**src/rtl/jtag_dv.sv**
```systemverilog
// jtag_dv: IEEE 1149.1 TAP with a RISC-V debug transport module bridging
// the JTAG data registers to a DMI request/response port. Rev 1.0
`default_nettype none

module jtag_dv #(
  parameter logic [31:0] IdCode   = 32'h1000_0001,
  parameter int unsigned DmiAbits = 7
) (
  input  logic                clk_i,
  input  logic                rst_ni,
  input  logic                tms_i,
  input  logic                tdi_i,
  output logic                tdo_o,
  output logic                tdo_oe_o,
  output logic                dmi_req_valid_o,
  input  logic                dmi_req_ready_i,
  output logic [DmiAbits-1:0] dmi_req_addr_o,
  output logic [1:0]          dmi_req_op_o,
  output logic [31:0]         dmi_req_data_o,
  input  logic                dmi_resp_valid_i,
  output logic                dmi_resp_ready_o,
  input  logic [31:0]         dmi_resp_data_i,
  input  logic [1:0]          dmi_resp_resp_i,
  output logic                dmi_rst_no
);

  localparam int unsigned DrW = DmiAbits + 34;

  localparam logic [4:0] IrIdcode = 5'h01;
  localparam logic [4:0] IrDtmcs  = 5'h10;
  localparam logic [4:0] IrDmi    = 5'h11;

  typedef enum logic [3:0] {
    TestLogicReset, RunTestIdle,
    SelectDrScan, CaptureDr, ShiftDr, Exit1Dr, PauseDr, Exit2Dr, UpdateDr,
    SelectIrScan, CaptureIr, ShiftIr, Exit1Ir, PauseIr, Exit2Ir, UpdateIr
  } tap_state_e;

  typedef enum logic [1:0] {SelBypass, SelIdcode, SelDtmcs, SelDmi} dr_sel_e;

  tap_state_e state_q, state_d;
  dr_sel_e    dr_sel;

  logic [4:0]          ir_q, ir_d;
  logic [4:0]          ir_shift_q, ir_shift_d;
  logic [DrW-1:0]      dr_q, dr_d;
  logic [1:0]          sticky_q, sticky_d;
  logic                req_valid_q, req_valid_d;
  logic                resp_pending_q, resp_pending_d;
  logic [DmiAbits-1:0] req_addr_q, req_addr_d;
  logic [31:0]         req_data_q, req_data_d;
  logic [1:0]          req_op_q, req_op_d;
  logic [31:0]         resp_data_q, resp_data_d;
  logic                dmi_rst_n_q, dmi_rst_n_d;

  logic                resp_fire;
  logic [1:0]          sticky_now;
  logic                busy_now;
  logic [1:0]          dmi_status;
  logic [31:0]         resp_data_now;
  logic [31:0]         dtmcs_val;
  logic [1:0]          upd_op;

  always_comb begin
    state_d = state_q;
    case (state_q)
      TestLogicReset: state_d = tms_i ? TestLogicReset : RunTestIdle;
      RunTestIdle:    state_d = tms_i ? SelectDrScan   : RunTestIdle;
      SelectDrScan:   state_d = tms_i ? SelectIrScan   : CaptureDr;
      CaptureDr:      state_d = tms_i ? Exit1Dr        : ShiftDr;
      ShiftDr:        state_d = tms_i ? Exit1Dr        : ShiftDr;
      Exit1Dr:        state_d = tms_i ? UpdateDr       : PauseDr;
      PauseDr:        state_d = tms_i ? Exit2Dr        : PauseDr;
      Exit2Dr:        state_d = tms_i ? UpdateDr       : ShiftDr;
      UpdateDr:       state_d = tms_i ? SelectDrScan   : RunTestIdle;
      SelectIrScan:   state_d = tms_i ? TestLogicReset : CaptureIr;
      CaptureIr:      state_d = tms_i ? Exit1Ir        : ShiftIr;
      ShiftIr:        state_d = tms_i ? Exit1Ir        : ShiftIr;
      Exit1Ir:        state_d = tms_i ? UpdateIr       : PauseIr;
      PauseIr:        state_d = tms_i ? Exit2Ir        : PauseIr;
      Exit2Ir:        state_d = tms_i ? UpdateIr       : ShiftIr;
      UpdateIr:       state_d = tms_i ? SelectDrScan   : RunTestIdle;
      default:        state_d = TestLogicReset;
    endcase
  end

  always_comb begin
    dr_sel = SelBypass;
    case (ir_q)
      IrIdcode: dr_sel = SelIdcode;
      IrDtmcs:  dr_sel = SelDtmcs;
      IrDmi:    dr_sel = SelDmi;
      default:  dr_sel = SelBypass;
    endcase
  end

  // Status/data as they will stand after this edge, so a response landing
  // in the same cycle as Capture-DR is already reflected in the capture.
  assign resp_fire     = dmi_resp_valid_i && resp_pending_q;
  assign sticky_now    = (resp_fire && (dmi_resp_resp_i != 2'd0) && (sticky_q == 2'd0))
                         ? 2'd2 : sticky_q;
  assign busy_now      = req_valid_q || (resp_pending_q && !resp_fire);
  assign dmi_status    = (sticky_now != 2'd0) ? sticky_now : (busy_now ? 2'd3 : 2'd0);
  assign resp_data_now = resp_fire ? dmi_resp_data_i : resp_data_q;
  assign dtmcs_val     = {17'd0, 3'd1, sticky_now, 6'(DmiAbits), 4'd1};
  assign upd_op        = dr_q[1:0];

  always_comb begin
    ir_d           = ir_q;
    ir_shift_d     = ir_shift_q;
    dr_d           = dr_q;
    sticky_d       = sticky_now;
    req_valid_d    = req_valid_q;
    resp_pending_d = resp_pending_q;
    req_addr_d     = req_addr_q;
    req_data_d     = req_data_q;
    req_op_d       = req_op_q;
    resp_data_d    = resp_data_now;
    dmi_rst_n_d    = 1'b1;

    if (req_valid_q && dmi_req_ready_i) begin
      req_valid_d    = 1'b0;
      resp_pending_d = 1'b1;
    end
    if (resp_fire) begin
      resp_pending_d = 1'b0;
    end

    case (state_q)
      CaptureIr: ir_shift_d = 5'b00001;
      ShiftIr:   ir_shift_d = {tdi_i, ir_shift_q[4:1]};
      UpdateIr:  ir_d       = ir_shift_q;
      CaptureDr: begin
        case (dr_sel)
          SelIdcode: dr_d = {{(DrW-32){1'b0}}, IdCode};
          SelDtmcs:  dr_d = {{(DrW-32){1'b0}}, dtmcs_val};
          SelDmi:    dr_d = {req_addr_q, resp_data_now, dmi_status};
          default:   dr_d = '0;
        endcase
      end
      ShiftDr: begin
        case (dr_sel)
          SelIdcode, SelDtmcs: dr_d = {{(DrW-32){1'b0}}, tdi_i, dr_q[31:1]};
          SelDmi:              dr_d = {tdi_i, dr_q[DrW-1:1]};
          default:             dr_d = {{(DrW-1){1'b0}}, tdi_i};
        endcase
      end
      UpdateDr: begin
        if (dr_sel == SelDtmcs) begin
          if (dr_q[16]) sticky_d = 2'd0;
          if (dr_q[17]) begin
            sticky_d       = 2'd0;
            req_valid_d    = 1'b0;
            resp_pending_d = 1'b0;
            dmi_rst_n_d    = 1'b0;
          end
        end else if (dr_sel == SelDmi && (upd_op == 2'd1 || upd_op == 2'd2)) begin
          if (sticky_q != 2'd0) begin
            sticky_d = sticky_now;
          end else if (req_valid_q || resp_pending_q) begin
            sticky_d = 2'd3;
          end else begin
            req_valid_d = 1'b1;
            req_addr_d  = dr_q[DrW-1:34];
            req_data_d  = dr_q[33:2];
            req_op_d    = upd_op;
          end
        end
      end
      default: ;
    endcase

    if (state_d == TestLogicReset) begin
      ir_d     = IrIdcode;
      sticky_d = 2'd0;
    end
  end

  always_ff @(posedge clk_i) begin
    if (!rst_ni) begin
      state_q        <= TestLogicReset;
      ir_q           <= IrIdcode;
      ir_shift_q     <= '0;
      dr_q           <= '0;
      sticky_q       <= 2'd0;
      req_valid_q    <= 1'b0;
      resp_pending_q <= 1'b0;
      req_addr_q     <= '0;
      req_data_q     <= '0;
      req_op_q       <= 2'd0;
      resp_data_q    <= '0;
      dmi_rst_n_q    <= 1'b1;
    end else begin
      state_q        <= state_d;
      ir_q           <= ir_d;
      ir_shift_q     <= ir_shift_d;
      dr_q           <= dr_d;
      sticky_q       <= sticky_d;
      req_valid_q    <= req_valid_d;
      resp_pending_q <= resp_pending_d;
      req_addr_q     <= req_addr_d;
      req_data_q     <= req_data_d;
      req_op_q       <= req_op_d;
      resp_data_q    <= resp_data_d;
      dmi_rst_n_q    <= dmi_rst_n_d;
    end
  end

  assign tdo_oe_o = (state_q == ShiftIr) || (state_q == ShiftDr);
  assign tdo_o    = (state_q == ShiftIr) ? ir_shift_q[0] :
                    (state_q == ShiftDr) ? dr_q[0] : 1'b0;

  assign dmi_req_valid_o  = req_valid_q;
  assign dmi_req_addr_o   = req_addr_q;
  assign dmi_req_op_o     = req_op_q;
  assign dmi_req_data_o   = req_data_q;
  assign dmi_resp_ready_o = 1'b1;
  assign dmi_rst_no       = dmi_rst_n_q;

endmodule

`default_nettype wire

```
**config.mk**
```make
export PLATFORM = sky130hd
export DESIGN_NAME = jtag_dv
export DESIGN_NICKNAME = d
export VERILOG_FILES = /design/src/rtl/jtag_dv.sv
export SDC_FILE = /design/constraint.sdc
export NUM_CORES = 1
export LEC_CHECK = 0
export ABC_AREA = 1
export BUFFER_PORTS_ARGS = -buffer_cell sky130_fd_sc_hd__buf_2
export CORE_UTILIZATION = 45
export CTS_CLUSTER_DIAMETER = 200
export DETAILED_ROUTE_END_ITERATION = 12
export PLACE_DENSITY = 0.76
export SYNTH_ARGS = -nofsm -noshare
export SYNTH_HDL_FRONTEND = slang
export SYNTH_SLANG_ARGS = --single-unit
export TNS_END_PERCENT = 100
```
**constraint.sdc**
```tcl
create_clock -name clk_i -period 1.6 [get_ports clk_i]
set_input_delay 0.32 -clock clk_i [delete_from_list [all_inputs] [get_ports clk_i]]
set_output_delay 0.32 -clock clk_i [all_outputs]
set_load 0.01 [all_outputs]
```
After elaboration in Yosys (flattened, before gate mapping). Index checks and enable logic that the tools add are counted.

Reduce and logical (&&, ||, !) cells: 26. Equality and inequality tests: 23. Mux-type cells: 44. Bitwise logic cells: 4.

Operator list (count): $pmux W41 S2 (2); $pmux W41 S3 (1); $pmux W4 S12 (1); $eq A4 B4 Y1 const B (8); $mux W32 (1); $mux W2 (13); $mux W1 (18); $eq A4 B3 Y1 const B (4); $mux W4 (4); $eq A5 B5 Y1 const B (2); $pmux W5 S2 (1); $reduce_bool A2 Y1 (5); $eq A4 B2 Y1 const B (2); $logic_not A4 Y1 (2); $reduce_or A2 Y1 (4); $eq A2 B2 Y1 const B (3); $logic_and A1 B1 Y1 (6); $mux W3 (2); $pmux W2 S3 (1); $eq A5 B1 Y1 const B (1); $reduce_and A5 Y1 (1); $eq A2 B1 Y1 const B (2); $eq A4 B1 Y1 const B (1); $logic_or A1 B1 Y1 (4); 5 further kinds (8).

Output and inout bits: 46. Logic and storage cells: 109. Flip-flop bits (word level): 133.

Logic depth before layout (Yosys ltp).
Word-level depth: 9. Depth in mapped cells: 12.

Least setup slack after synthesis. Ideal clock, no wire load.

Path type: register -> output. From: register state_q[2]. To: output tdo_o. Slack: -0.013 ns. Arrival time: 1.293 ns. Stages on the path, launching flop included: 7. Path buffers: 2. Path through: dfxtp_1 > inv_1 > nor2_2 > nand2_2 > buf_6 > buf_2 > o21ai_0.

Cells in the longest elaborated chain, start to end: 3.

Ends and longest elaborated chain: start, declared (line 41) `tap_state_e state_q, state_d;`; start signal, assigned (line 181) `state_q <= TestLogicReset;`; start signal, assigned (line 194) `state_q <= state_d;`; $eq A4 B3 Y1 (line 211) `(state_q == ShiftDr) ? dr_q[0] : 1'b0;`; $mux W1 (line 211); $mux W1 (*) (line 210) `assign tdo_o = (state_q == ShiftIr) ? ir_shift_q[0] :`; end, declared (line 13) `output logic tdo_o,`.

Mark *: on every way between the ends. The rest lies on a longest branch, timed or not.

Final worst setup path.
From: register state_q[3]. To: output tdo_oe_o.

Cells in the longest elaborated chain, start to end: 2.

Ends and longest elaborated chain: $eq A4 B4 Y1 / $eq A4 B3 Y1 (equally long branches) (line 209) `assign tdo_oe_o = (state_q == ShiftIr) || (state_q == ShiftDr);`; $logic_or A1 B1 Y1 (*) (line 209); end, declared (line 14) `output logic tdo_oe_o,`.

Marked as above.

==> summary.md <==
| Metric | Value |
|---|---|
| Syn Inst Count | between 700 and 800 |
| P&R area growth vs syn | 37.2% |
| Top cells by count, synth | nand2_1 (174), dfxtp_1 (133), nor2_1 (108), inv_1 (74) |
| Mux cell area share after synthesis | under 10% |
| Die Width | around 110 µm |
| CP endpoint kind | primary output |
| Placer Congestion | 0.913 |
| Fin util | 64.0% |
| Total GRT Usage | between 20% and 30% |
| Post-Synth XOR/XNOR Area | less than 1% |
| Via count | 5780 |
| Skew-Pair Late Insertion Delay | 0.42 ns |
| Clock tree buffer depth | 2 |
| Cell internal pwr | ~6.0 mW |
| Hold Slack | around 0.17 ns |
| Via/cell ratio | between 5 and 6 |
| Max-Cap Viols | 0 |
| RSZ-0062 raised after global routing | true |
| Clock root buffer | clkbuf_16 |
| IO Port Bufs | 84 |
| Wire length per cell | about 15 µm |
| Ys flop type | dfxtp_1 |
| Starting DRT DRC Count | about 560 |
| IR drop worst, VDD | roughly 0.00055 V |
| Chip height | ~110 µm |
| Initial DRT Pass Iterations | 5 |
| Area contributors post-synth | dfxtp_1 (47%), nand2_1 (12%), nor2_1 (7.2%) |
| Largest net degree at the start of global routing | 39 |
| Worst-path clk slew | roughly 0.06 ns |
| Largest family of logic cells by synthesized area | simple AND/OR/NAND/NOR gates |
| HP Start | dmi_resp_data_i[17] |
| Core area | 12100 µm² |
| Synth Area in Compound Gates | between 10% and 20% |
| Post-synth EDFFs | 0 |
| Leak pwr | around 3.5 nW |
| CP Max Fanout | 5 |
| Clock tree sinks | about 130 |
| WP data arrival | 1.44 ns |
| Register bit total from synthesis | between 100 and 150 |
| Num ports | 86 |
| Fmax achieved | approximately 570 MHz |
| Initial antenna violation count | 0 |
| Clock power frac | between 50% and 60% |
| PnR worst setup slack | -0.157 ns |
| Final Hold Fails | 0 |
| Routed Antenna Nets | 0 |
| Final worst-path cycle share | 110% |
| Routed wire length | approximately 17 mm |
| Yosys Warn Count | 0 |
| Grt total ovfl | 0 |
| Total CTS buffers | 17 |
| Most frequent cell after synthesis | nand2_1 |
| ANT cells | 0 |
| Drt drc | 0 |
| CP Class | flip-flop to primary output |
| Fin nets | 969 |
| Data required, critical path | approximately 1.3 ns |
| Post-Syn Area | 5650 µm² |
| Status | finished, violations left |
| Synth Area in Simple Gates | about 25% |
| Crit path launch type | flip-flop |
| Adder-cell share of the synthesized area | 0% |
| Post-synthesis sequential area ratio | 47.1% |
| Tmin final | between 1.5 and 2 ns |
| Post-DP HPWL | ~11 mm |
| Post-Layout Cell Count | around 1100 |
| Pwr Density | roughly 1000 nW/µm² |
| Initial core utilization | between 40% and 50% |
| Failing checks | setup timing |
| First-pass GRT wire length | about 26 mm |
| Clock skew | roughly 0.0073 ns |
| Mapped Nets | 823 |
| Final Max Tran Viols | 0 |
| Ratio of cells with drive above 1 in the final layout | approximately 29% |
| Synth area leader | dfxtp_1 |
| TritonCTS clock tree | yes |
| Flop pwr share | 43.7% |
| Netlist cell types | 34 |
| Mean area per synthesized cell | about 7.2 µm² |
| Num rows | 40 |
| Ys async rst share | 0% |
| RR Startpoint | state_q[2] |
| Die ar. | 13000 µm² |
| Switch Pwr | roughly 1.7 mW |
| TNS Setup | -1.72 ns |
| Crit. Startpoint | state_q[3] |
| Vias in the first global route | 5443 |
| Comb power frac | 4.9% |
| Final Setup Violations | 36 |
| Htree depth | 4 |
| Placed Cells | roughly 1100 |
| Synth top area share | about 47% |
| Switching share of power | 21.9% |
| HP Class | input port to flip-flop |
## kinds of logic (layout without fill, tap and decap cells)
group,Yosys count,count (layout)
flip-flops,133,133
XOR/XNOR,1,1
buffers and inverters,122,280
AO/OA/AOI/OAI,179,179
multiplexers,7,7
AND/OR/NAND/NOR,340,340
other,1,1
## power by group through the flow
stage	Clock (mW)	Combinational, mW	Sequential, mW
detailed placement	0	0.336	3.40
finish	3.92	0.373	3.33
CTS	3.94	0.351	3.33
floorplan	0	0.176	3.40
global route	4.08	0.408	3.33
global placement	0	0.333	3.40
## routing by layer
| layer | vias to the layer above | track usage, % | wire length (µm) |
|---|---|---|---|
| li1 | 2809 | - | - |
| met1 | 2669 | 29.6 | 7040 |
| met2 | 246 | 45.5 | 8610 |
| met3 | 56 | 5.24 | 908 |
| met4 | 0 | 13.2 | 596 |
| met5 | - | 0 | 0 |
## layout by cell type (no fill, tap or decap), types with 22 or more instances in the layout
cell type	count
inv_1	72
buf_4	54
o21ai_1	32
a21oi_1	60
nand2_1	169
dfxtp_1	128
nor2_1	102
buf_2	84
o21ai_0	46
clkbuf_16	22
## registers in the layout, summed over array words and instances (netlist names)
name	cells
dmi_req_addr_o	7
dmi_req_data_o	32
dmi_req_op_o	2
dmi_req_valid_o	1
dmi_rst_no	1
dr_q	41
ir_q	5
ir_shift_q	5
resp_data_q	32
resp_pending_q	1
state_q	4
sticky_q	2
## worst max-delay path, stage by stage (launching register included)
cell and delay (ns):
dfxtp_4 0.40, buf_6 0.11, nand3_4 0.08, nor2_4 0.14, inv_1 0.08, nand2_1 0.07, buf_2 0.13
## through the flow
stage | power (mW) | setup WS, ns | cell area (µm²)
2_1_floorplan | 3.58 | 0.0680 | 5650
3_3_place_gp | 3.74 | -0.0467 | 6600
3_5_place_dp | 3.74 | -0.0693 | 6600
4_1_cts | 7.62 | -0.115 | 7370
5_1_grt | 7.82 | -0.221 | 7760
6_report | 7.63 | -0.157 | 7760
## timing repair
| item | in CTS | in global routing |
|---|---|---|
| gates cloned | 1 | 7 |
| buffers inserted | 8 | 8 |
| gates resized for setup | 24 | 63 |
| hold buffers | 0 | 0 |
| pin swaps | 2 | 12 |
| setup endpoints to repair | 20 | 88 |
## final timing paths
check                            end  slack [ns]  cells past startpoint
hold reg to reg             dr_q[32]        0.46                      2
setup / recovery            tdo_oe_o       -0.16                      6
hold / removal       resp_data_q[17]        0.17                      3
setup reg to reg  dmi_req_data_o[21]       -0.09                     10
## layout make-up
cell class                      count  area [µm²]
Multi-Input combinational cell    528        2620
Clock buffer                       24         502
Clock inverter                      7        93.8
Inverter                           82         323
Fill cell                        1020        4350
Timing Repair Buffer              167        1330
Sequential cell                   133        2670
Tap cell                          168         210
Power figures use the tool's default switching activity.
